### src/rtl/crossover_pkg.sv
// Shared definitions for the GA crossover engine: mode encodings, LFSR taps and
// the compile-time width checks.
package crossover_pkg;

    typedef enum logic [1:0] {
        XO_PASS    = 2'b00,
        XO_UNIFORM = 2'b01,
        XO_ONEPT   = 2'b10,
        XO_TWOPT   = 2'b11
    } xo_mode_e;

    localparam logic [31:0] LFSR_TAPS = 32'h8020_0003;

    // Legal when segments tile the gene, the segment count is a power of two in
    // 2..16 and every segment gets its own PROB_W-bit slice of the 32-bit LFSR.
    function automatic bit xo_cfg_legal(input int gene_w, input int seg_w, input int prob_w);
        int nseg;
        if (seg_w <= 0 || prob_w <= 0 || (gene_w % seg_w) != 0) return 1'b0;
        nseg = gene_w / seg_w;
        if (nseg < 2 || nseg > 16 || (nseg & (nseg - 1)) != 0) return 1'b0;
        return (nseg * prob_w) <= 32;
    endfunction

endpackage

### src/rtl/crossover_lfsr.sv
// 32-bit Galois LFSR with seed load (priority) and per-transaction advance.
module crossover_lfsr
    import crossover_pkg::*;
#(
    parameter logic [31:0] LFSR_SEED = 32'h0000_0001
) (
    input  logic        clk,
    input  logic        rst,
    input  logic        seed_load,
    input  logic [31:0] seed,
    input  logic        adv,
    output logic [31:0] lfsr
);

    logic [31:0] lfsr_q;

    // A zero seed would lock the register up, so it is replaced by 1.
    always_ff @(posedge clk) begin
        if (rst)
            lfsr_q <= LFSR_SEED;
        else if (seed_load)
            lfsr_q <= (seed == 32'h0) ? 32'h0000_0001 : seed;
        else if (adv)
            lfsr_q <= (lfsr_q >> 1) ^ (lfsr_q[0] ? LFSR_TAPS : 32'h0);
    end

    assign lfsr = lfsr_q;

endmodule

### src/rtl/crossover_engine.sv
// Two-stage segment crossover: S1 registers parents plus the LFSR-derived select
// mask, S2 registers the muxed child. Both stages stall together on backpressure.
module crossover_engine
    import crossover_pkg::*;
#(
    parameter int          GENE_W    = 32,
    parameter int          SEG_W     = 8,
    parameter int          PROB_W    = 4,
    parameter logic [31:0] LFSR_SEED = 32'h0000_0001
) (
    input  logic                     clk,
    input  logic                     rst,
    input  logic                     in_valid,
    output logic                     in_ready,
    input  logic [GENE_W-1:0]        parent_gene0,
    input  logic [GENE_W-1:0]        parent_gene1,
    input  logic [1:0]               mode,
    input  logic [PROB_W-1:0]        prob,
    input  logic                     bias,
    input  logic                     seed_load,
    input  logic [31:0]              seed,
    output logic                     out_valid,
    input  logic                     out_ready,
    output logic [GENE_W-1:0]        child_gene,
    output logic [GENE_W/SEG_W-1:0]  sel_mask
);

    localparam int NSEG = GENE_W / SEG_W;
    localparam int L    = $clog2(NSEG);

    generate
        if (!xo_cfg_legal(GENE_W, SEG_W, PROB_W) || LFSR_SEED == 32'h0) begin : g_cfg_bad
            $error("crossover_engine: illegal GENE_W/SEG_W/PROB_W/LFSR_SEED combination");
        end
    endgenerate

    function automatic logic [NSEG-1:0] build_mask(input logic [31:0] r, input xo_mode_e m,
                                                   input logic [PROB_W-1:0] p, input logic b);
        logic [L-1:0]    c0, c1, lo, hi;
        logic [NSEG-1:0] mk;
        c0 = r[L-1:0];
        c1 = r[2*L-1:L];
        lo = (c0 < c1) ? c0 : c1;
        hi = (c0 < c1) ? c1 : c0;
        mk = '0;
        for (int i = 0; i < NSEG; i++) begin
            case (m)
                XO_UNIFORM: mk[i] = (r[i*PROB_W +: PROB_W] < p) ^ b;
                XO_ONEPT:   mk[i] = (i >= int'(c0));
                XO_TWOPT:   mk[i] = (i >= int'(lo)) && (i < int'(hi));
                default:    mk[i] = 1'b0;
            endcase
        end
        return mk;
    endfunction

    logic              en, acc;
    logic [31:0]       lfsr;
    logic              vld_p1, vld_p2;
    logic [GENE_W-1:0] gene0_p1, gene1_p1, child_mux, child_p2;
    logic [NSEG-1:0]   mask_p1, mask_p2;

    assign en       = !vld_p2 || out_ready;
    assign in_ready = en && !rst;
    assign acc      = in_valid && in_ready;

    crossover_lfsr #(.LFSR_SEED(LFSR_SEED)) u_lfsr (
        .clk       (clk),
        .rst       (rst),
        .seed_load (seed_load),
        .seed      (seed),
        .adv       (acc),
        .lfsr      (lfsr)
    );

    // ---- S1: parents and mask from the LFSR value current at acceptance ----
    always_ff @(posedge clk) begin
        if (rst)
            vld_p1 <= 1'b0;
        else if (en)
            vld_p1 <= acc;
        if (en && acc) begin
            gene0_p1 <= parent_gene0;
            gene1_p1 <= parent_gene1;
            mask_p1  <= build_mask(lfsr, xo_mode_e'(mode), prob, bias);
        end
    end

    always_comb begin
        child_mux = '0;
        for (int i = 0; i < NSEG; i++)
            child_mux[i*SEG_W +: SEG_W] = mask_p1[i] ? gene1_p1[i*SEG_W +: SEG_W]
                                                     : gene0_p1[i*SEG_W +: SEG_W];
    end

    // ---- S2: registered child, mask and valid ----
    always_ff @(posedge clk) begin
        if (rst) begin
            vld_p2   <= 1'b0;
            child_p2 <= '0;
            mask_p2  <= '0;
        end else if (en) begin
            vld_p2 <= vld_p1;
            if (vld_p1) begin
                child_p2 <= child_mux;
                mask_p2  <= mask_p1;
            end
        end
    end

    assign out_valid  = vld_p2;
    assign child_gene = child_p2;
    assign sel_mask   = mask_p2;

endmodule

### config.mk
export PLATFORM = sky130hd
export DESIGN_NAME = crossover_engine
export DESIGN_NICKNAME = d
export VERILOG_FILES = /design/src/rtl/crossover_pkg.sv /design/src/rtl/crossover_lfsr.sv /design/src/rtl/crossover_engine.sv
export SDC_FILE = /design/constraint.sdc
export NUM_CORES = 1
export LEC_CHECK = 0
export BUFFER_PORTS_ARGS = -buffer_cell sky130_fd_sc_hd__clkbuf_2
export CELL_PAD_IN_SITES_DETAIL_PLACEMENT = 1
export CELL_PAD_IN_SITES_GLOBAL_PLACEMENT = 2
export CORE_ASPECT_RATIO = 0.6
export CORE_MARGIN = 1.5
export CORE_UTILIZATION = 37
export DETAILED_ROUTE_END_ITERATION = 8
export PLACE_DENSITY_LB_ADDON = 0.1
export REMOVE_ABC_BUFFERS = 1
export SYNTH_ARGS = -nofsm -noshare
export SYNTH_HDL_FRONTEND = slang
export SYNTH_SLANG_ARGS = --single-unit
### constraint.sdc
create_clock -name clk -period 5.29 [get_ports clk]
set_clock_uncertainty 0.05 [all_clocks]
set_input_delay 0.529 -clock clk [delete_from_list [all_inputs] [get_ports clk]]
set_output_delay 0.529 -clock clk [all_outputs]
set_load 0.02 [all_outputs]
### Word level (Yosys, flattened, before mapping)

Index checks and enable logic that the tools add are counted.
W data, S select, Z words.

* register bits: 138
* latch bits: 0
* RAM bits: 0
* bits in read-only memories: 0
* bits of input ports: 108
* output and inout port bits: 38
* logic and storage cells: 56
* memories: 0

* add/subtract/negate cells: 0
* $mul: 0
* divide/modulo/power cells: 0
* $lt $le $gt $ge: 14
* eq/ne operators: 3
* shifts and indexed selects: 0
* muxes and demuxes: 14
* bitwise operators: 5
* reductions and logical operators: 12

Operator list (number)
* $mux W32: 4
* $logic_not A32 Y1: 1
* $mux W8: 4
* $xor A31 B32 Y32: 1
* $lt A4 B4 Y1: 4
* $pmux W1 S3: 3
* $ge A1 B2 Y1 const A: 4
* $logic_and A1 B1 Y1: 6
* $eq A2 B2 Y1 const B: 2
* $ge A2 B2 Y1 const A: 2
* $lt A1 B2 Y1 const A: 2
* $mux W2: 2
* $xor A1 B1 Y1: 4
* $eq A2 B1 Y1 const B: 1
* $logic_not A1 Y1: 2
* $lt A2 B2 Y1: 1
* $lt A2 B2 Y1 const A: 1
* $pmux W1 S2: 1
* $reduce_and A2 Y1: 1
* $reduce_bool A2 Y1: 1
* $logic_or A1 B1 Y1: 1

### Depth between registers and ports, before layout

* word-level depth: 6
* depth in mapped cells: 7
* mapped depth without buffers: 6

### Modules after synthesis

A second synthesis with hierarchy kept.

* cells, all modules: 504
* area total of the unflattened synthesis: 5943.2 um2

By module, submodules not included
* crossover_engine: instances 1, cells an instance 316, area an instance 4380.5 um2, sequential area each 2802.7 um2
* crossover_lfsr: instances 1, cells an instance 188, area an instance 1562.7 um2, sequential area each 640.6 um2

### Worst setup path after synthesis

OpenSTA, ideal clock, no wires.

* path type: register to register
* start: reg u_lfsr.lfsr_q[1] (netlist: u_lfsr.lfsr[1])
* end: reg mask_p1[2], data pin
* setup time: 0.271 ns
* data arrival time: 1.605 ns
* data required time: 4.969 ns
* slack: 3.364 ns
* stages on the path, launching flop included: 7
* path buffers: 0
* period minus slack after synthesis: 1.926 ns
* cell sequence: dfxtp_1 > inv_1 > ha_1 > o21bai_1 > mux2_1 > a32oi_1 > o221ai_1

* longest elaborated chain between the ends: 5
* elaborated cells between the ends (all ways): 8
* those cells by class: order compare (4); mux (3); reduce/logical (1)

RTL lines
* start: declaration: line crossover_lfsr.sv:15 `logic [31:0] lfsr_q;`
* start signal: assignment: line crossover_lfsr.sv:22 `lfsr_q <= (seed == 32'h0) ? 32'h0000_0001 : seed;`
* start signal: assignment: line crossover_lfsr.sv:24 `lfsr_q <= (lfsr_q >> 1) ^ (lfsr_q[0] ? LFSR_TAPS : 32'h0);`
* $lt A2 B2 Y1: line crossover_engine.sv:43, crossover_engine.sv:44
* $mux W2, on equally long branches: line crossover_engine.sv:43, crossover_engine.sv:44
* $ge A2 B2 Y1 / $lt A2 B2 Y1 (equally long branches): line crossover_engine.sv:50 `XO_TWOPT: mk[i] = (i >= int'(lo)) && (i < int'(hi));`
* $logic_and A1 B1 Y1: line crossover_engine.sv:50
* $pmux W1 S3 (*): line crossover_engine.sv:47 `case (m)`
* end signal: assignment: line crossover_engine.sv:85 `mask_p1 <= build_mask(lfsr, xo_mode_e'(mode), prob, bias);`
* end: declaration: line crossover_engine.sv:61 `logic [NSEG-1:0] mask_p1, mask_p2;`

Every way passes the cells marked *; elsewhere a longest branch is shown, timed or not.
A chain may end at the register's enable or synchronous reset.

### Worst setup path after layout

* start: reg u_lfsr.lfsr_q[0] (netlist: u_lfsr.lfsr[0])
* end: reg mask_p1[2], data pin

Same word-level chain as after synthesis.

==> results.sh <==
export IMPL_outcome="finished clean"
export IMPL_hold_ws_ns=0.233
export IMPL_fp_dieH_um=100
export IMPL_cp_data_required_time_ns=5.39
export IMPL_cpPeakStageDelay_ns=0.58
export IMPL_worstPathArrival_ns=2.42
export IMPL_rsz0062_at_grt="false"
export IMPL_netlist_top_cells_count="dfxtp_1, edfxtp_1, nor2_1, mux2i_1, a211oi_1"
export IMPL_yosys_warnings=0
export IMPL_clk_pin_slew_ns=0.07
export IMPL_cts_root_buf="clkbuf_16"
export IMPL_cts_hold_fix_buffers=0
export IMPL_endpoint_kind="register"
export IMPL_syn_area_per_cell_um2=12.3
export IMPL_yosys_area_top_type_share_pct=34.9
export IMPL_critical_path_cell_chain="inv_1 -> ha_1 -> o21bai_1 -> mux2_1 -> a32oi_1 -> o221ai_1"
export IMPL_max_slew_worst_pin_slew_ns=1.09
export IMPL_core_area_mm2=0.0154
export IMPL_slew_viol_final=0
export IMPL_postLayoutCoreUtil_pct=46.8
export IMPL_ys_flop_type="dfxtp_1"
export IMPL_async_flop_share_pct=0
export IMPL_grt_pass1_vias=4255
export IMPL_synth_compound_area_share_pct=12.3
export IMPL_fin_nets=745
export IMPL_path_max_fanout=10
export IMPL_die_area_mm2=0.0166
export IMPL_rows=35
export IMPL_fin_crit_sh_pct=43.9
export IMPL_yosys_top_cells_area="edfxtp_1, dfxtp_1, mux2i_1"
export IMPL_initial_core_util_pct=38.0
export IMPL_power_density_mw_per_mm2=367
export IMPL_start_kind="register"
export IMPL_diodes=0
export IMPL_overflow=0
export IMPL_drive_above_1_share_pct=29.7
export IMPL_fp_dieW_um=165
export IMPL_via_per_inst=5.03
export IMPL_fin_setup_tns_ns=0
export IMPL_clockBufferDepth=2
export IMPL_yosysMostFrequentCell="dfxtp_1"
export IMPL_postCtsSetupBuffers=0
export IMPL_routabilityCongestion=0.768
export IMPL_portBuffers=145
export IMPL_hp_class="primary input to register"
export IMPL_period_minus_slack_ns=2.32
export IMPL_cts_sinks=138
export IMPL_post_dp_hpwl_mm=10.3
export IMPL_cap_viol_max_count=0
export IMPL_p_leak_nw=2.99
export IMPL_maxSlewHeadroom_pct=27.5
export IMPL_antenna_found_initial=0
export IMPL_synth_xor_area_share_pct=0.150
export IMPL_cts_repair_resized=0
export IMPL_synth_top_area_cell="edfxtp_1"
export IMPL_finalWirelength_mm=14.9
export IMPL_synthToLayoutAreaGrowth_pct=23.2
export IMPL_detail_route_antenna_nets=0
export IMPL_post_drt_wl_per_cell_um=17.9
export IMPL_route_detailed_drc=0
export IMPL_htree_levels=4
export IMPL_slowest_stage="dfxtp_1"
export IMPL_grt_pass1_wl_mm=23.4
export IMPL_hold_violations=0
export IMPL_grt_max_degree=72
export IMPL_fmax_mhz=431
export IMPL_cts_made_buffers=17
export IMPL_vdd_ir_drop_max_mv=0.177
export IMPL_drtIter0Drc=214
export IMPL_ys_ff_latch=138
export IMPL_synth_seq_area_share_pct=58.8
export IMPL_vias=4172
export IMPL_grt_total_usage_pct=18.8
export IMPL_drtPass1Iterations=4
export IMPL_synth_area_mm2=0.00586
export IMPL_setup_violations=0
export IMPL_syn_inst=477
export IMPL_tritoncts="built"
export IMPL_synth_enable_flop_cells=68
export IMPL_synthMuxAreaShare_pct=10.8
export IMPL_synthSimpleGateAreaFrac_pct=8.68
export IMPL_yosysUniqueCellTypes=41
export IMPL_worstSetupPathType="register to register"
export IMPL_worstSkewPairLatency_ns=0.41
export IMPL_io_pins=146
export IMPL_synth_top_family_by_area="compound AO/OA/AOI/OAI gates"
export IMPL_synth_fa_ha_area_share_pct=4.91
-- area by class of cell --
cell class / instances / area (um2)
clock buffers: 18 / 429
clock inverters: 14 / 129
fillers: 1692 / 8200
inverters: 11 / 42.5
multi-input cells: 297 / 2160
flip-flops and latches: 138 / 3440
well taps: 203 / 254
repair buffers: 149 / 756
-- routing by layer --
layer  share of wire [%]  vias up  routed length [um]  GRT usage, %
met5                   0        -                   0             0
met4                 1.1        0                 157          5.36
met3                 5.4       15                 798          5.04
met2                  40      106                5970          26.0
met1                  53     1988                7950          28.6
li1                    -     2063                   -             -
-- worst max-delay path: cells and delay by family, from the launching register on --
kind                     cells  cell delay, ns
adder cells (fa/ha/maj)      1            0.23
AO/OA/AOI/OAI                3            0.68
flip-flops                   1            0.58
multiplexers                 1            0.37
buffers and inverters        1            0.16
-- through the flow --
step	worst slack (ns)	std cells	instance area, um2	total power [mW]
6_report	2.97	830	7210	2.64
5_1_grt	2.82	830	7210	2.76
4_1_cts	2.94	830	7210	2.68
3_5_place_dp	2.61	798	6650	1.54
3_3_place_gp	2.69	798	6650	1.53
2_1_floorplan	2.99	446	5640	1.41
-- power breakdown --
group          internal, mW  leakage (nW)  total [mW]  switching, mW
clock                 0.618         0.264        1.13          0.511
combinational         0.119          1.51       0.284          0.164
sequential             1.19          1.22        1.23         0.0431
total                  1.93          2.99        2.64          0.718
-- worst paths after layout --
kind / slack (ns) / cells after the start / to / startpoint
setup / recovery: 2.97 / 6 / mask_p1[2]$_DFFE_PP_ / u_lfsr.lfsr[0]$_SDFFE_PP1P_
hold / removal: 0.23 / 1 / gene1_p1[11]$_DFFE_PP_ / parent_gene1[11]
setup reg to reg: 2.97 / 6 / mask_p1[2]$_DFFE_PP_ / u_lfsr.lfsr[0]$_SDFFE_PP1P_
hold reg to reg: 0.41 / 2 / sel_mask[2]$_SDFFE_PP0P_ / sel_mask[2]$_SDFFE_PP0P_
-- layout by cell type, fill, tap and decap left out, types with 2 or more instances in the layout --
cell type	count
nor4_1	8
a32oi_1	2
buf_4	4
mux2i_1	62
edfxtp_1	68
a311o_1	3
nor2b_1	3
a31oi_1	5
a211oi_1	61
o211ai_1	3
nand3_1	2
ha_1	23
nand4_1	4
a21oi_1	7
clkbuf_2	145
inv_1	10
nand2_1	17
a21o_1	7
o221ai_1	2
clkbuf_16	17
nand2b_1	5
clkinvlp_4	3
inv_6	6
o21ai_0	2
clkinv_4	3
dfxtp_1	70
nor2_1	67
-- flip-flops by register name, summed over array words and instances (netlist names) --
| register | cells |
|---|---|
| child_gene | 32 |
| gene0_p1 | 32 |
| gene1_p1 | 32 |
| mask_p1 | 4 |
| out_valid | 1 |
| sel_mask | 4 |
| u_lfsr.lfsr | 32 |
| vld_p1 | 1 |
-- cells by family after synthesis --
kind of cell             count (synthesis)
AO/OA/AOI/OAI                           97
flip-flops                             138
buffers and inverters                   42
multiplexers                            63
XOR/XNOR                                 1
adder cells (fa/ha/maj)                 23
AND/OR/NAND/NOR                        113
Power figures use the tool's default switching activity.
